==> src/rtl/uart_pkg.sv <==
// Shared UART types and constants.
// Used by the receive controller and its FIFO.
package uart_pkg;

  typedef enum logic [2:0] {
    IDLE,
    START_CHK,
    RECV,
    CHECK,
    WAIT_HIGH
  } rx_ctrl_state_t;

  localparam int FRAME_BITS = 10;
  localparam int BAUD_MIN   = 4;

endpackage

==> src/rtl/uart_rx_fifo.sv <==
// Small synchronous FIFO with registered full/empty flags.
// A push into a full FIFO is accepted when a pop happens the same cycle.
module uart_rx_fifo #(
  parameter int DEPTH = 4,
  parameter int WIDTH = 8
) (
  input  logic             clk,
  input  logic             rst,
  input  logic             push,
  input  logic [WIDTH-1:0] push_data,
  input  logic             pop,
  output logic [WIDTH-1:0] pop_data,
  output logic             full,
  output logic             empty
);

  localparam int AW = $clog2(DEPTH);
  localparam logic [AW:0] FULL_CNT = (AW+1)'(DEPTH);

  logic [WIDTH-1:0] mem_q [DEPTH];
  logic [WIDTH-1:0] mem_d [DEPTH];
  logic [AW-1:0]    wr_q, wr_d;
  logic [AW-1:0]    rd_q, rd_d;
  logic [AW:0]      cnt_q, cnt_d;
  logic             full_q, full_d;
  logic             empty_q, empty_d;
  logic             push_ok, pop_ok;

  always_comb begin
    pop_ok  = pop && !empty_q;
    push_ok = push && (!full_q || pop_ok);
    mem_d   = mem_q;
    wr_d    = wr_q;
    rd_d    = rd_q;
    cnt_d   = cnt_q;
    if (push_ok) begin
      mem_d[wr_q] = push_data;
      wr_d        = wr_q + 1'b1;
    end
    if (pop_ok) begin
      rd_d = rd_q + 1'b1;
    end
    if (push_ok && !pop_ok) begin
      cnt_d = cnt_q + 1'b1;
    end else if (pop_ok && !push_ok) begin
      cnt_d = cnt_q - 1'b1;
    end
    full_d  = (cnt_d == FULL_CNT);
    empty_d = (cnt_d == '0);
  end

  always_ff @(posedge clk) begin
    if (rst) begin
      for (int i = 0; i < DEPTH; i++) begin
        mem_q[i] <= '0;
      end
      wr_q    <= '0;
      rd_q    <= '0;
      cnt_q   <= '0;
      full_q  <= 1'b0;
      empty_q <= 1'b1;
    end else begin
      mem_q   <= mem_d;
      wr_q    <= wr_d;
      rd_q    <= rd_d;
      cnt_q   <= cnt_d;
      full_q  <= full_d;
      empty_q <= empty_d;
    end
  end

  assign pop_data = mem_q[rd_q];
  assign full     = full_q;
  assign empty    = empty_q;

endmodule

==> src/rtl/uart_rx_ctrl.sv <==
// UART receive controller: start detect, frame sequencing,
// framing/overrun policy and the receive byte FIFO.
module uart_rx_ctrl
  import uart_pkg::*;
#(
  parameter int BAUD_W     = 20,
  parameter int FIFO_DEPTH = 4
) (
  input  logic              clk,
  input  logic              rst,
  input  logic [BAUD_W-1:0] baud,
  input  logic              rx_line,
  output logic              rx_en,
  output logic              rx_in,
  input  logic [9:0]        bit_cnt,
  input  logic [9:0]        frame,
  output logic [7:0]        m_data,
  output logic              m_valid,
  input  logic              m_ready,
  output logic              frame_err,
  output logic              overrun,
  input  logic              err_clr,
  output logic              busy
);

  rx_ctrl_state_t state_q, state_d;

  logic [BAUD_W-1:0] half_q, half_d;
  logic sync1_q, sync1_d;
  logic sync2_q, sync2_d;
  logic prev_q, prev_d;
  logic rx_en_q, rx_en_d;
  logic busy_q, busy_d;
  logic frame_err_q, frame_err_d;
  logic overrun_q, overrun_d;

  logic fall, good, bad;
  logic fe_set, ov_set;
  logic push, pop;
  logic fifo_full, fifo_empty;

  always_comb begin
    sync1_d = rx_line;
    sync2_d = sync1_q;
    prev_d  = sync2_q;
    fall    = prev_q && !sync2_q;
    good    = !frame[0] && frame[9];
    bad     = !frame[9];
    pop     = !fifo_empty && m_ready;
    state_d = state_q;
    half_d  = half_q;
    fe_set  = 1'b0;
    ov_set  = 1'b0;
    push    = 1'b0;
    unique case (state_q)
      IDLE: begin
        if (baud >= BAUD_W'(BAUD_MIN) && fall) begin
          half_d  = baud >> 1;
          state_d = START_CHK;
        end
      end
      START_CHK: begin
        if (half_q == '0) begin
          state_d = sync2_q ? IDLE : RECV;
        end else begin
          half_d = half_q - 1'b1;
        end
      end
      RECV: begin
        if (bit_cnt == 10'(FRAME_BITS)) begin
          state_d = CHECK;
        end
      end
      CHECK: begin
        if (bad) begin
          fe_set  = 1'b1;
          state_d = WAIT_HIGH;
        end else begin
          state_d = IDLE;
          if (good) begin
            // a pop this cycle frees the slot, so no overrun
            if (fifo_full && !pop) begin
              ov_set = 1'b1;
            end else begin
              push = 1'b1;
            end
          end
        end
      end
      WAIT_HIGH: begin
        if (sync2_q) begin
          state_d = IDLE;
        end
      end
      default: state_d = IDLE;
    endcase
    rx_en_d     = (state_d == RECV) || (state_d == CHECK);
    busy_d      = (state_d != IDLE);
    frame_err_d = fe_set || (frame_err_q && !err_clr);
    overrun_d   = ov_set || (overrun_q && !err_clr);
  end

  always_ff @(posedge clk) begin
    if (rst) begin
      state_q     <= IDLE;
      half_q      <= '0;
      sync1_q     <= 1'b1;
      sync2_q     <= 1'b1;
      prev_q      <= 1'b1;
      rx_en_q     <= 1'b0;
      busy_q      <= 1'b0;
      frame_err_q <= 1'b0;
      overrun_q   <= 1'b0;
    end else begin
      state_q     <= state_d;
      half_q      <= half_d;
      sync1_q     <= sync1_d;
      sync2_q     <= sync2_d;
      prev_q      <= prev_d;
      rx_en_q     <= rx_en_d;
      busy_q      <= busy_d;
      frame_err_q <= frame_err_d;
      overrun_q   <= overrun_d;
    end
  end

  uart_rx_fifo #(
    .DEPTH(FIFO_DEPTH),
    .WIDTH(8)
  ) u_fifo (
    .clk      (clk),
    .rst      (rst),
    .push     (push),
    .push_data(frame[8:1]),
    .pop      (pop),
    .pop_data (m_data),
    .full     (fifo_full),
    .empty    (fifo_empty)
  );

  assign rx_en     = rx_en_q;
  assign rx_in     = sync2_q;
  assign m_valid   = !fifo_empty;
  assign frame_err = frame_err_q;
  assign overrun   = overrun_q;
  assign busy      = busy_q;

endmodule
==> config.mk <==
export PLATFORM = sky130hd
export DESIGN_NAME = uart_rx_ctrl
export DESIGN_NICKNAME = d
export VERILOG_FILES = /design/src/rtl/uart_pkg.sv /design/src/rtl/uart_rx_fifo.sv /design/src/rtl/uart_rx_ctrl.sv
export SDC_FILE = /design/constraint.sdc
export NUM_CORES = 1
export LEC_CHECK = 0
export CAP_MARGIN = 20
export CORE_ASPECT_RATIO = 0.5
export CORE_MARGIN = 4
export CORE_UTILIZATION = 58
export CTS_CLUSTER_SIZE = 8
export DETAILED_ROUTE_END_ITERATION = 6
export GPL_ROUTABILITY_DRIVEN = 0
export PLACE_DENSITY = 0.86
export SYNTH_ARGS = -nofsm -noshare
export SYNTH_HDL_FRONTEND = slang
export SYNTH_SLANG_ARGS = --single-unit
==> constraint.sdc <==
create_clock -name clk -period 3 [get_ports clk]
set_input_delay 0.3 -clock clk [delete_from_list [all_inputs] [get_ports clk]]
set_output_delay 0.3 -clock clk [all_outputs]
set_load 0.01 [all_outputs]
# Word-level counts from Yosys, hierarchy flattened
# Cells that the tools add are included.
totals:
  reg_bits: 71
  out_inout_bits: 14
classes:
  add_sub_neg: 5
  n_lt_le_gt_ge: 4
  eq_ne: 10
  mux: 28
  n_bitwise: 2
  reduce_logical: 30
op_table:
  columns: ["op", "count"]
  rows:
  - ["20-bit 2-to-1 mux", 2]
  - ["20-bit one-hot mux with 2 select lines", 1]
  - ["32-bit bitwise mux", 1]
  - ["8-bit 2-to-1 mux", 3]
  - ["3-bit 2-to-1 mux", 7]
  - ["20-bit by 3-bit greater-or-equal comparator with 1-bit output, second input constant", 1]
  - ["20-bit zero test", 1]
  - ["20-bit by 1-bit subtractor with 20-bit output, second input constant", 1]
  - ["8-bit binary-select mux with 2-bit select", 1]
  - ["8-bit demux with 2-bit select", 1]
  - ["3-bit one-hot mux with 5 select lines", 1]
  - ["3-bit by 2-bit == test with 1-bit output, second input constant", 4]
  - ["1-bit logical AND", 12]
  - ["10-bit by 4-bit == test with 1-bit output, second input constant", 1]
  - ["1-bit 2-to-1 mux", 10]
  - ["1-bit zero test", 8]
  - ["3-bit == test, second input constant", 2]
  - ["3-bit greater-or-equal comparator, second input constant", 2]
  - ["3-bit zero test", 2]
  - ["2-bit NOT with 3-bit output", 2]
  - ["2-bit by 1-bit adder with 2-bit output, second input constant", 2]
  - ["1-bit logical OR", 4]
  - ["2-bit != test, second input constant", 2]
  - ["3-bit by 1-bit adder with 3-bit output, second input constant", 1]
  - ["other kinds (7)", 7]

# Longest topological paths before layout
depth:
  depth_word: 14
  mapped_depth: 9
  mapped_depth_nobuf: 7

# Cells and area by module
# From an unflattened synthesis, not the netlist that was laid out.
unflattened:
  cells_unflattened: 443
  area_unflattened_um2: 3732.3
by_module_without_submodules:
  columns: ["mod", "n_inst", "cells_each", "area_per_inst_um2", "seq_area_each_um2"]
  rows:
  - ["uart_rx_ctrl", 1, 236, 1878.1, 600.6]
  - ["uart_rx_fifo", 1, 207, 1854.3, 820.8]

# Least setup slack after synthesis
# Ideal clock, no wire load.
synth_path:
  path_type: "register to register"
  startpoint: "register half_q[0]"
  endpoint: "register half_q[10]"
  t_arrival_ns: 1.886
  required_ns: 2.869
  setup_slack_ns: 0.983
  stages_incl_launch_ff: 10
  cell_sequence: "dfxtp_1 > inv_1 > ha_1 > nor4b_2 > nand2_1 > or3_1 > buf_6 > a21oi_4 > buf_6 > o32ai_1"
synth_between:
  elab_chain_len: 3
synth_lines:
  columns: ["element", "line_no", "source"]
  rows:
  - ["from (decl)", "uart_rx_ctrl.sv:28", "logic [BAUD_W-1:0] half_q, half_d;"]
  - ["from (signal assigned)", "uart_rx_ctrl.sv:116", "half_q <= half_d;"]
  - ["20-bit by 1-bit subtractor with 20-bit output / 20-bit zero test (equally long branches)", "uart_rx_ctrl.sv:66, uart_rx_ctrl.sv:63", null]
  - ["20-bit 2-to-1 mux / 2-bit != test (equally long branches)", null, null]
  - ["20-bit one-hot mux with 2 select lines / 3-bit AND reduction (equally long branches)", null, null]
# Parallel ways exist; a longest one is shown, timed or not. The select of a mux whose other input is x is not followed.
# A chain may end at the register's enable or synchronous reset.

# Worst setup path in the final report
layout_path:
  startpoint: "register u_fifo.rd_q[0]"
  endpoint: "output m_data[5]"
layout_between:
  elab_chain_len: 4
layout_lines:
  columns: ["element", "line_no", "source"]
  rows:
  - ["from (decl)", "uart_rx_fifo.sv:23", "logic [AW-1:0] rd_q, rd_d;"]
  - ["from (signal assigned)", "uart_rx_fifo.sv:65", "rd_q <= rd_d;"]
  - ["2-bit NOT with 3-bit output (not written as such)", "uart_rx_fifo.sv:72", "assign pop_data = mem_q[rd_q];"]
  - ["8-bit binary-select mux with 2-bit select", "uart_rx_fifo.sv:72", null]
  - ["8-bit 2-to-1 mux (not written as such) (2 in a row)", "uart_rx_fifo.sv:72", null]
  - ["to (decl)", "uart_rx_ctrl.sv:17", "output logic [7:0] m_data,"]
# Every way passes these cells. The select of a mux whose other input is x is not followed.

==> reports/metrics.json <==
{
  "die": {
    "die_area_um2": 7710,
    "boundaryPins": 59,
    "num_rows": 20,
    "placeableCoreArea_um2": 6080,
    "die_width_um": 120,
    "dieHeight_um": 64.1,
    "initial_core_util_pct": 60.1
  },
  "routing": {
    "drt_wl_total_mm": 8.79,
    "drt_pre_antenna_iters": 5,
    "drt-initial-drc-count": 248,
    "route.detailed.wl_per_inst_um": 16.0,
    "route.detailed.vias_per_inst": 5.99,
    "post-route-drc-count": 0,
    "ant_nets": 0,
    "route.vias.total": 3286
  },
  "clocking": {
    "cts.clk_slew.worst_paths_ns": 0.05,
    "cts_sinks": 71,
    "latest_clock_arrival_within_the_worst_skew_pair_ns": 0.34,
    "post_cts_buffers": 0,
    "clock_tree_from_tritoncts": "yes",
    "cts_made_buffers": 9,
    "maximum_level_of_the_cts_h_tree": 3,
    "clock_tree.buffer_depth": 2,
    "root_buffer": "sky130_fd_sc_hd__clkbuf_16",
    "cts-hold-fix-buffers": 0,
    "postCtsResizedCells": 0
  },
  "logic_synthesis": {
    "synth_compound_area_share_pct": 16.1,
    "synth_xor_area_share_pct": 1.44,
    "ys_warn_count": 0,
    "yosys.cell_types.count": 53,
    "synth_top_family_by_area": "simple AND/OR/NAND/NOR gates",
    "synthesized_area_fraction_occupied_by_and_or_nand_nor_cells_pct": 21.9,
    "asr_flop_ratio_synth_pct": 0,
    "mappedNetlistArea_um2": 3660,
    "synth.yosys.seq_area_share_pct": 38.9,
    "postSynthAreaPerCell_um2": 8.94,
    "synth_mux_area_share_pct": 14.3,
    "post_synth_fa_ha_maj_area_fraction_pct": 2.40,
    "synth_top_cell_area_share_pct": 38.9,
    "synthesis.nets": 461,
    "number_of_flip_flops_and_latches_in_the_synthesized_netlist": 71,
    "netlist_top_cells_area": "sky130_fd_sc_hd__dfxtp_1 39%, sky130_fd_sc_hd__mux2i_1 9.0%, sky130_fd_sc_hd__nor2_1 6.9%, sky130_fd_sc_hd__a21oi_1 5.5%, sky130_fd_sc_hd__mux4_2 4.9%",
    "cells_after_synth": 409,
    "synth-edff-count": 0,
    "postSynth.topFlopCell": "sky130_fd_sc_hd__dfxtp_1",
    "synthDominantAreaCellType": "sky130_fd_sc_hd__dfxtp_1"
  },
  "critical_path": {
    "cp_buf_inv_count": 1,
    "worstPathArrival_ns": 2.14,
    "worstSetupPathType": "reg -> out",
    "timing.critical_path.required_ns": 2.70,
    "timing.reg2reg.setup_slack_ns": 0.59,
    "worst_setup_path_start_kind": "flip-flop",
    "path_cells": "mux4_2 -> clkdlybuf4s50_1",
    "critPathCaptureType": "primary output",
    "max_stage_delay_ns": 0.71,
    "cp_max_fo": 10,
    "crit_path_leading_delay_family": "flip-flops",
    "crit_slowest_cell": "sky130_fd_sc_hd__dfxtp_1"
  },
  "power": {
    "vdd_drop_max_mv": 0.298,
    "power_per_cell_area_nw_per_um2": 587,
    "post-layout-total-power_mw": 2.67,
    "p_leak_nw": 1.59
  },
  "timing": {
    "hold-worst-slack_ns": 0.406,
    "fmax_mhz": 409,
    "grt_setup_unrepaired": "no",
    "maxSlewHeadroom_pct": 47.2,
    "fin_worst_skew_ns": 0.00510,
    "final_min_period_over_clock_period_pct": 81.5,
    "final_slew_violations": 0,
    "timing.final.hold_violations": 0,
    "postLayoutSetupSlackWorst_ns": 0.556,
    "final.min_clock_period_ns": 2.44,
    "setup_violations": 0,
    "worst_slew_pin_slew_ns": 0.784,
    "setup_total_negative_slack_ns": 0
  },
  "global_route": {
    "gr-max-usage-layer": "met2",
    "use_met1_pct": 29.1,
    "wire_length_of_the_first_global_routing_pass_mm": 14.2,
    "via_count_of_the_first_global_routing_pass": 3024,
    "groute.layer.met2.usage_pct": 38.9,
    "gr-usage-met3_pct": 6.54,
    "grt_max_degree": 41,
    "antenna_found_initial": 0,
    "globalRouteTotalUtil_pct": 23.1,
    "grt_remaining_overflow": 0
  },
  "finish": {
    "most-common-layout-cells": "71 x sky130_fd_sc_hd__dfxtp_1, 67 x sky130_fd_sc_hd__nor2_1, 56 x sky130_fd_sc_hd__clkdlybuf4s50_1",
    "final_layout_size_suffix_gt1_share_pct": 10.2,
    "mostFrequentLayoutCell": "sky130_fd_sc_hd__dfxtp_1",
    "flow.area_growth_from_synthesis_pct": 24.3,
    "antenna_cells": 0,
    "final_standard_cell_area_without_fillers_um2": 4540,
    "num-nets-final": 508
  },
  "run_status": {
    "outcome": "finished clean"
  },
  "placement": {
    "dp_hpwl_mm": 5.91,
    "post-place-ws_ns": 0.484,
    "post_dp_cell_area_um2": 4250,
    "placement.io_buffers": 57
  },
  "job": {
    "count_of_maximum_capacitance_violations": 0
  },
  "hold_path": {
    "hold_path.class": "reg -> reg"
  }
}
==> final cells by class <==
cell class | count | area, um2
clock buffers | 12 | 267
clock inverters | 4 | 28.8
fillers | 452 | 1540
inverters | 10 | 37.5
multi-input cells | 300 | 2060
flip-flops and latches | 71 | 1420
well taps | 88 | 110
repair buffers | 64 | 618
==> sequential cells by signal (all words and copies together), names as in the netlist, 2 cells and up <==
signal        count
u_fifo.wr_q       2
u_fifo.cnt_q      3
u_fifo.rd_q       2
half_q           20
u_fifo.mem_q     32
state_q           3
==> logic make-up after synthesis <==
| logic type | after synthesis |
|---|---|
| adder cells (fa/ha/maj) | 7 |
| multiplexers | 42 |
| flip-flops | 71 |
| buffers and inverters | 38 |
| AO/OA/AOI/OAI | 91 |
| AND/OR/NAND/NOR | 154 |
| XOR/XNOR | 6 |
==> worst register-to-register path, stage by stage (launching register included) <==
cell                       delay (ns)
sky130_fd_sc_hd__dfxtp_1         0.35
sky130_fd_sc_hd__nor3_1          0.55
sky130_fd_sc_hd__nand4b_4        0.21
sky130_fd_sc_hd__or3_1           0.54
sky130_fd_sc_hd__a21oi_4         0.47
sky130_fd_sc_hd__o32ai_1         0.15
==> per-layer routing <==
layer	up-vias	wire length [um]
met4	0	155
met5	-	0
li1	1587	-
met3	20	632
met1	1550	3890
met2	129	4120
==> power by group <==
part / total [mW] / internal (mW) / switching [mW] / leakage [nW]
clock: 1.02 / 0.626 / 0.392 / 0.141
combinational: 0.579 / 0.258 / 0.322 / 0.878
sequential: 1.07 / 0.996 / 0.0738 / 0.575
total: 2.67 / 1.88 / 0.787 / 1.59
==> synthesized netlist by cell type (all sizes together) (2+ instances only) <==
master  count
nor3b       3
o21ai       4
a211oi      2
nand4       3
and3        3
buf         9
or3         3
inv         9
a22oi       7
mux2i      33
xnor2       4
a31oi       6
dfxtp      71
a32oi       2
or2         3
nand2      22
o32ai      10
nor2       67
a21o        2
clkbuf     19
xor2        2
a21oi      41
or4         4
ha          7
nor4       10
and2        4
nand2b      2
nand3       6
nor3       15
o211ai      2
o21a        3
o31ai       2
o22ai       6
mux4        8
nor4b       4
==> path summary, 6_finish.rpt <==
path	endpoint	cells past startpoint	start
hold / removal	rx_in	1	sync1_q
setup / recovery	m_data[5]	2	u_fifo.rd_q[0]
hold reg to reg	rx_in	1	sync1_q
setup reg to reg	half_q[17]	5	half_q[13]
==> stage by stage <==
step	cells	utilization, %
finish	549	74.7
global placement	533	69.9
detailed placement	533	69.9
global route	549	74.7
floorplan	409	-
CTS	549	74.7
Power figures use the tool's default switching activity.
==> patch 1 (same settings) <==
Add an input register stage for `baud`, without a reset; this delays it by one clock. The other inputs are not delayed to match.
--- a/src/rtl/uart_rx_ctrl.sv
+++ b/src/rtl/uart_rx_ctrl.sv
@@ -22,6 +22,12 @@
   input  logic              err_clr,
   output logic              busy
 );
+
+  logic [BAUD_W-1:0] baud_q;
+
+  always_ff @(posedge clk) begin
+    baud_q <= baud;
+  end
 
   rx_ctrl_state_t state_q, state_d;
 
@@ -54,8 +60,8 @@
     push    = 1'b0;
     unique case (state_q)
       IDLE: begin
-        if (baud >= BAUD_W'(BAUD_MIN) && fall) begin
-          half_d  = baud >> 1;
+        if (baud_q >= BAUD_W'(BAUD_MIN) && fall) begin
+          half_d  = baud_q >> 1;
           state_d = START_CHK;
         end
       end
Check against the original RTL: not equivalent (Yosys sat finds a counterexample within 4 cycles, from zero or initial values and one cycle with rst high).
==> patch 1 against the original RTL <==
Routed wire length decreased by 2.2%. Non-clock buffer count up 7. Synthesized area rose by 4.4%. Worst setup slack lost 260 ps. Sequential share of layout area increased by 6.5 points. Worst hold slack worse by 42 ps. Core utilization rose by 1.9 points. Largest cell class unchanged. Die area increased by 4.0%. Sequential cell count up 19. Highest routed layer unchanged. Power rose by 8.0%. Design area grew 5.0%. Largest power group unchanged.
==> patch 1: results (changes against the original RTL) <==
| Metric | Value |
|---|---|
| DR vias/cell | 5.50 (-8.1%) |
| GR Util met2 | 37.5% (-1.3 points) |
| R2r setup slk | 300 ps (-290 ps) |
| Reg2reg start | half_q[0]$_SDFFE_PP0P_ |
| Reg2Reg Depth | 9 (+4) |
| Pre-antenna DRT Iters | 4 (-1) |
| Worst EP arrival | 2920 ps (+780 ps) |
| Inst Count DP | 595 (+12%) |
| Mux share of post-synthesis cell area | 5.25% (-9.0 points) |
| Root Buffer | clkbuf_16 |
| Slew headroom | 58.9% (+12 points) |
| Slowest-stage cell, CP | or4b_1 |
| Via count | 3362 (+2.3%) |
| Dpl ws | 375 ps (-110 ps) |
| Largest net degree at the start of global routing | 29 (-29%) |
| Nets | 570 (+12%) |
| Sequential element share of the synthesized area | 47.2% (+8.3 points) |
| Slowest stage delay, CP | 540 ps (-170 ps) |
| Post-synth top cells | nand2_1, dfxtp_1, a21oi_1 |
| Vias in the first global route | 3125 (+3.3%) |
| Synth Area in Adders | 2.30% (-0.10 points) |
| Hold path cells | 2 (+1) |
| Gr usage total | 22.7% (-0.41 points) |
| Routed WL per cell | 14.1 microns (-12%) |
| Min-Delay Path Class | input pin to flip-flop |
| Leak Pwr | 1.73 nW (+8.5%) |
| CP Max Fanout | 13 (+3) |
| Max Root-Sink Buffers | 2 (unchanged) |
| M1 GR Usage | 28.1% (-1.1 points) |
| Top cells by area, synth | dfxtp_1, nand2_1, a21oi_1 |
| DRT iter0 DRCs | 289 (+17%) |
| Sink of the worst hold path | u_fifo.wr_q[1]$_SDFFE_PP0P_ |
| Top flop regs | u_fifo.mem_q: 32 flops, half_q: 20 flops, baud_q: 19 flops |
| Fillers | 472 (+4.4%) |
| Post-Synth XOR/XNOR Area | 1.15% (-0.29 points) |
| Status | completed |
| Compound-cell area share of the yosys netlist | 16.0% (-0.15 points) |
| GR Util met3 | 6.62% (+0.078 points) |
| Hold Crit Start | rst |
| Worst Skew | 3.76 ps (-1.35 ps) |
| First-pass GRT wire length | 14.3 mm (+0.68%) |
| Net Count, Synth | 513 (+11%) |
| Fraction of layout cells with a size suffix above 1 | 8.80% (-1.4 points) |
| IR drop worst, VDD | 0.000523 V (+75%) |
patch 1: critical path, delay by kind of cell (launching register included):
kind,cells,cell delay [ps]
AND/OR/NAND/NOR,4,1390
buffers and inverters,2,380
flip-flops,1,330
AO/OA/AOI/OAI,2,280
adder cells (fa/ha/maj),1,220
patch 1: per-layer routing:
layer  vias to the layer above  wire [microns]
li1                       1708               -
met1                      1528            3720
met2                       117            4200
met3                         9             590
met4                         0              92
met5                         -               0
patch 1: worst max path at each step:
stage | startpoint | depth (start not counted) | to | slack, ps
after floorplan | half_q[0]$_SDFFE_PP0P_ | 10 | half_q[16]$_SDFFE_PP0P_ | 550
after global placement | half_q[0]$_SDFFE_PP0P_ | 9 | half_q[4]$_SDFFE_PP0P_ | 370
after detailed placement | half_q[0]$_SDFFE_PP0P_ | 9 | half_q[16]$_SDFFE_PP0P_ | 370
after CTS | half_q[0]$_SDFFE_PP0P_ | 9 | half_q[17]$_SDFFE_PP0P_ | 310
after global routing | half_q[0]$_SDFFE_PP0P_ | 9 | half_q[17]$_SDFFE_PP0P_ | 150
final | half_q[0]$_SDFFE_PP0P_ | 9 | half_q[17]$_SDFFE_PP0P_ | 300
patch 1: cell families (layout without fill, tap and decap cells):
family                     count (synthesis)  after routing
DFF                                       90             90
AOI/OAI and AO/OA                        111            111
and+or+nand+nor                          202            202
xor gates and xnor gates                   5              5
muxes                                     10             10
adders and majority gates                  7              7
buffers and inverters                     36             98
patch 1: power groups by stage:
stage          clock network (mW)  registers [mW]  logic (mW)
5_1_grt                      1.09            1.35       0.589
3_5_place_dp                    0            1.36       0.521
2_1_floorplan                   0            1.33       0.359
4_1_cts                      1.03            1.34       0.528
3_3_place_gp                    0            1.36       0.514
6_report                     1.01            1.34       0.530
patch 1: final cells by class:
type,count,area [sq um],area share (%)
repair buffers,71,683,14.3
clock inverters,2,12.5,0.262
well taps,88,110,2.31
flip-flops and latches,90,1800,37.8
inverters,11,41.3,0.865
multi-input cells,335,1870,39.2
clock buffers,14,254,5.32
patch 1: per-stage QoR:
| stage | cell area, sq um | power (mW) | hold WS, ps | util [%] |
|---|---|---|---|---|
| final | 4770 | 2.88 | 364 | 76.6 |
| after global routing | 4770 | 3.03 | 378 | 76.6 |
| after CTS | 4770 | 2.90 | 363 | 76.6 |
| after detailed placement | 4510 | 1.88 | 399 | 72.3 |
| after global placement | 4510 | 1.87 | 397 | 72.3 |
| after floorplan | 3820 | 1.69 | 328 | - |
==> patch 2 (same flow settings) <==
Made on the original files. Change the parameter `FIFO_DEPTH` from 4 to 8.
--- a/src/rtl/uart_rx_ctrl.sv
+++ b/src/rtl/uart_rx_ctrl.sv
@@ -4,7 +4,7 @@
   import uart_pkg::*;
 #(
   parameter int BAUD_W     = 20,
-  parameter int FIFO_DEPTH = 4
+  parameter int FIFO_DEPTH = 8
 ) (
   input  logic              clk,
   input  logic              rst,
Check against the original RTL: no difference found for any inputs over 10 cycles, from zero or initial values and one cycle with rst high; that may be too few to reach the edited logic, so the function may still have changed.
==> patch 2 against the original RTL <==
Clock power increased by 12%. Synthesized area increased by 41%. Via count increased by 40%. Power increased by 25%. Combinational power increased by 18%. Design area increased by 36%. Worst setup slack got worse by 230 ps. Largest power group unchanged. Sequential cell count increased by 35. First-iteration DRC count increased by 40%. Routed wire length increased by 46%.
==> patch 2: results (changes against the original RTL) <==
| Metric | Value |
|---|---|
| Largest net degree at the start of global routing | 52 (+27%) |
| Sequential element share of the synthesized area | 41.2% (+2.3 points) |
| Dpl hpwl | 8.71 mm (+47%) |
| CP Max Fanout | 16 (+6) |
| DRT iter0 DRCs | 348 (+40%) |
| Total Wirelength | 12.8 mm (+46%) |
| Worst Setup SP | u_fifo.rd_q[1]$_SDFFE_PP0P_ |
| Slowest stage delay, CP | 560 ps (-150 ps) |
| # diodes | 0 (unchanged) |
| Synth warnings | 0 (unchanged) |
| CTS clk-pin slew, worst paths | 70 ps (+20 ps) |
| Worst slew pin tran | 835 ps (+50.9 ps) |
| Inst Count DP | 725 (+36%) |
| GR Util met3 | 6.03% (-0.51 points) |
| Max Root-Sink Buffers | 2 (unchanged) |
| IR drop worst, VDD | 0.000291 V (-2.5%) |
| Status | completed |
| Leak Pwr | 2.40 nW (+50%) |
| Reg2Reg Depth | 8 (+3) |
| Gr usage total | 25.5% (+2.4 points) |
| Fillers | 630 (+39%) |
| Top cells by area, synth | dfxtp_1, mux2i_1, mux4_2 |
| Net Count, Synth | 626 (+36%) |
| Slowest-stage cell, CP | mux4_2 |
| Top cell family by delay on the critical path | multiplexers |
| DR vias/cell | 6.22 (+3.9%) |
| R2r setup slk | 460 ps (-130 ps) |
| Nets | 674 (+33%) |
| WHS | 412 ps (+5.85 ps) |
| Reg2reg start | half_q[0]$_SDFFE_PP0P_ |
| First-pass GRT wire length | 21.5 mm (+51%) |
| Yosys cell types | 56 (+5.7%) |
| Buffers on Ports | 57 (unchanged) |
| H-tree lvl count | 3 (unchanged) |
| Post-CTS Setup Bufs | 0 (unchanged) |
| Post-synth top cells | dfxtp_1, nor2_1, a21oi_1 |
| Vias in the first global route | 4419 (+46%) |
| Fraction of layout cells with a size suffix above 1 | 13.5% (+3.3 points) |
| Worst Skew | 8.65 ps (+3.55 ps) |
| GR Util met2 | 43.6% (+4.7 points) |
| Reg-to-reg endpoint | half_q[17]$_SDFFE_PP0P_ |
| M1 GR Usage | 33.3% (+4.2 points) |
| Worst EP arrival | 2370 ps (+230 ps) |
| Top flop regs | u_fifo.mem_q: 64 flops, half_q: 20 flops, u_fifo.cnt_q: 4 flops |
| Non-filler instance count after layout | 741 (+35%) |
| Critical Path Sink | m_data[5] |
| Synth Instances | 576 (+41%) |
## patch 2: cell families (layout without fill, tap and decap cells)
| kind of cell | after synthesis | count (layout) | share of synthesized area (%) |
|---|---|---|---|
| AOI/OAI and AO/OA | 112 | 112 | 14.7 |
| buffers and inverters | 58 | 111 | 4.39 |
| xor gates and xnor gates | 6 | 6 | 1.02 |
| and+or+nand+nor | 220 | 220 | 20.0 |
| muxes | 69 | 69 | 17.5 |
| DFF | 106 | 106 | 41.2 |
| adders and majority gates | 5 | 5 | 1.21 |
## patch 2: final cells by class
class	count	area (sq um)	share of cell area, %
multi-input combinational	412	2820	45.6
tap	112	140	2.27
clock buffer	10	239	3.86
inverter	10	37.5	0.607
clock inverter	6	48.8	0.789
timing repair buffer	85	776	12.5
sequential	106	2120	34.3
## patch 2: per-layer routing
layer | part of all wire (%) | wire length (microns)
met2 | 49 | 6220
met3 | 6.7 | 855
met5 | 0 | 0
met4 | 1.3 | 168
met1 | 44 | 5580
## patch 2: how the worst min path moves through the flow
stage / from / depth (start not counted) / endpoint
2_1_floorplan: sync1_q$_SDFF_PP1_ / 1 / rx_in$_SDFF_PP1_
3_3_place_gp: sync1_q$_SDFF_PP1_ / 1 / rx_in$_SDFF_PP1_
3_5_place_dp: sync1_q$_SDFF_PP1_ / 1 / rx_in$_SDFF_PP1_
4_1_cts: sync1_q$_SDFF_PP1_ / 1 / rx_in$_SDFF_PP1_
5_1_grt: sync1_q$_SDFF_PP1_ / 1 / rx_in$_SDFF_PP1_
6_report: sync1_q$_SDFF_PP1_ / 1 / rx_in$_SDFF_PP1_
## patch 2: power by group
part | total [mW] | internal (mW) | switching (mW)
registers | 1.52 | 1.46 | 0.0566
clock network | 1.14 | 0.595 | 0.541
logic | 0.681 | 0.307 | 0.374
total | 3.34 | 2.37 | 0.972
## patch 2: per-stage QoR
stage | power [mW] | setup WS (ps) | cell area [sq um]
floorplan | 2.01 | 536 | 5160
global placement | 2.20 | 514 | 5900
detailed placement | 2.22 | 487 | 5900
CTS | 3.34 | 320 | 6180
global route | 3.50 | 254 | 6180
finish | 3.34 | 328 | 6180
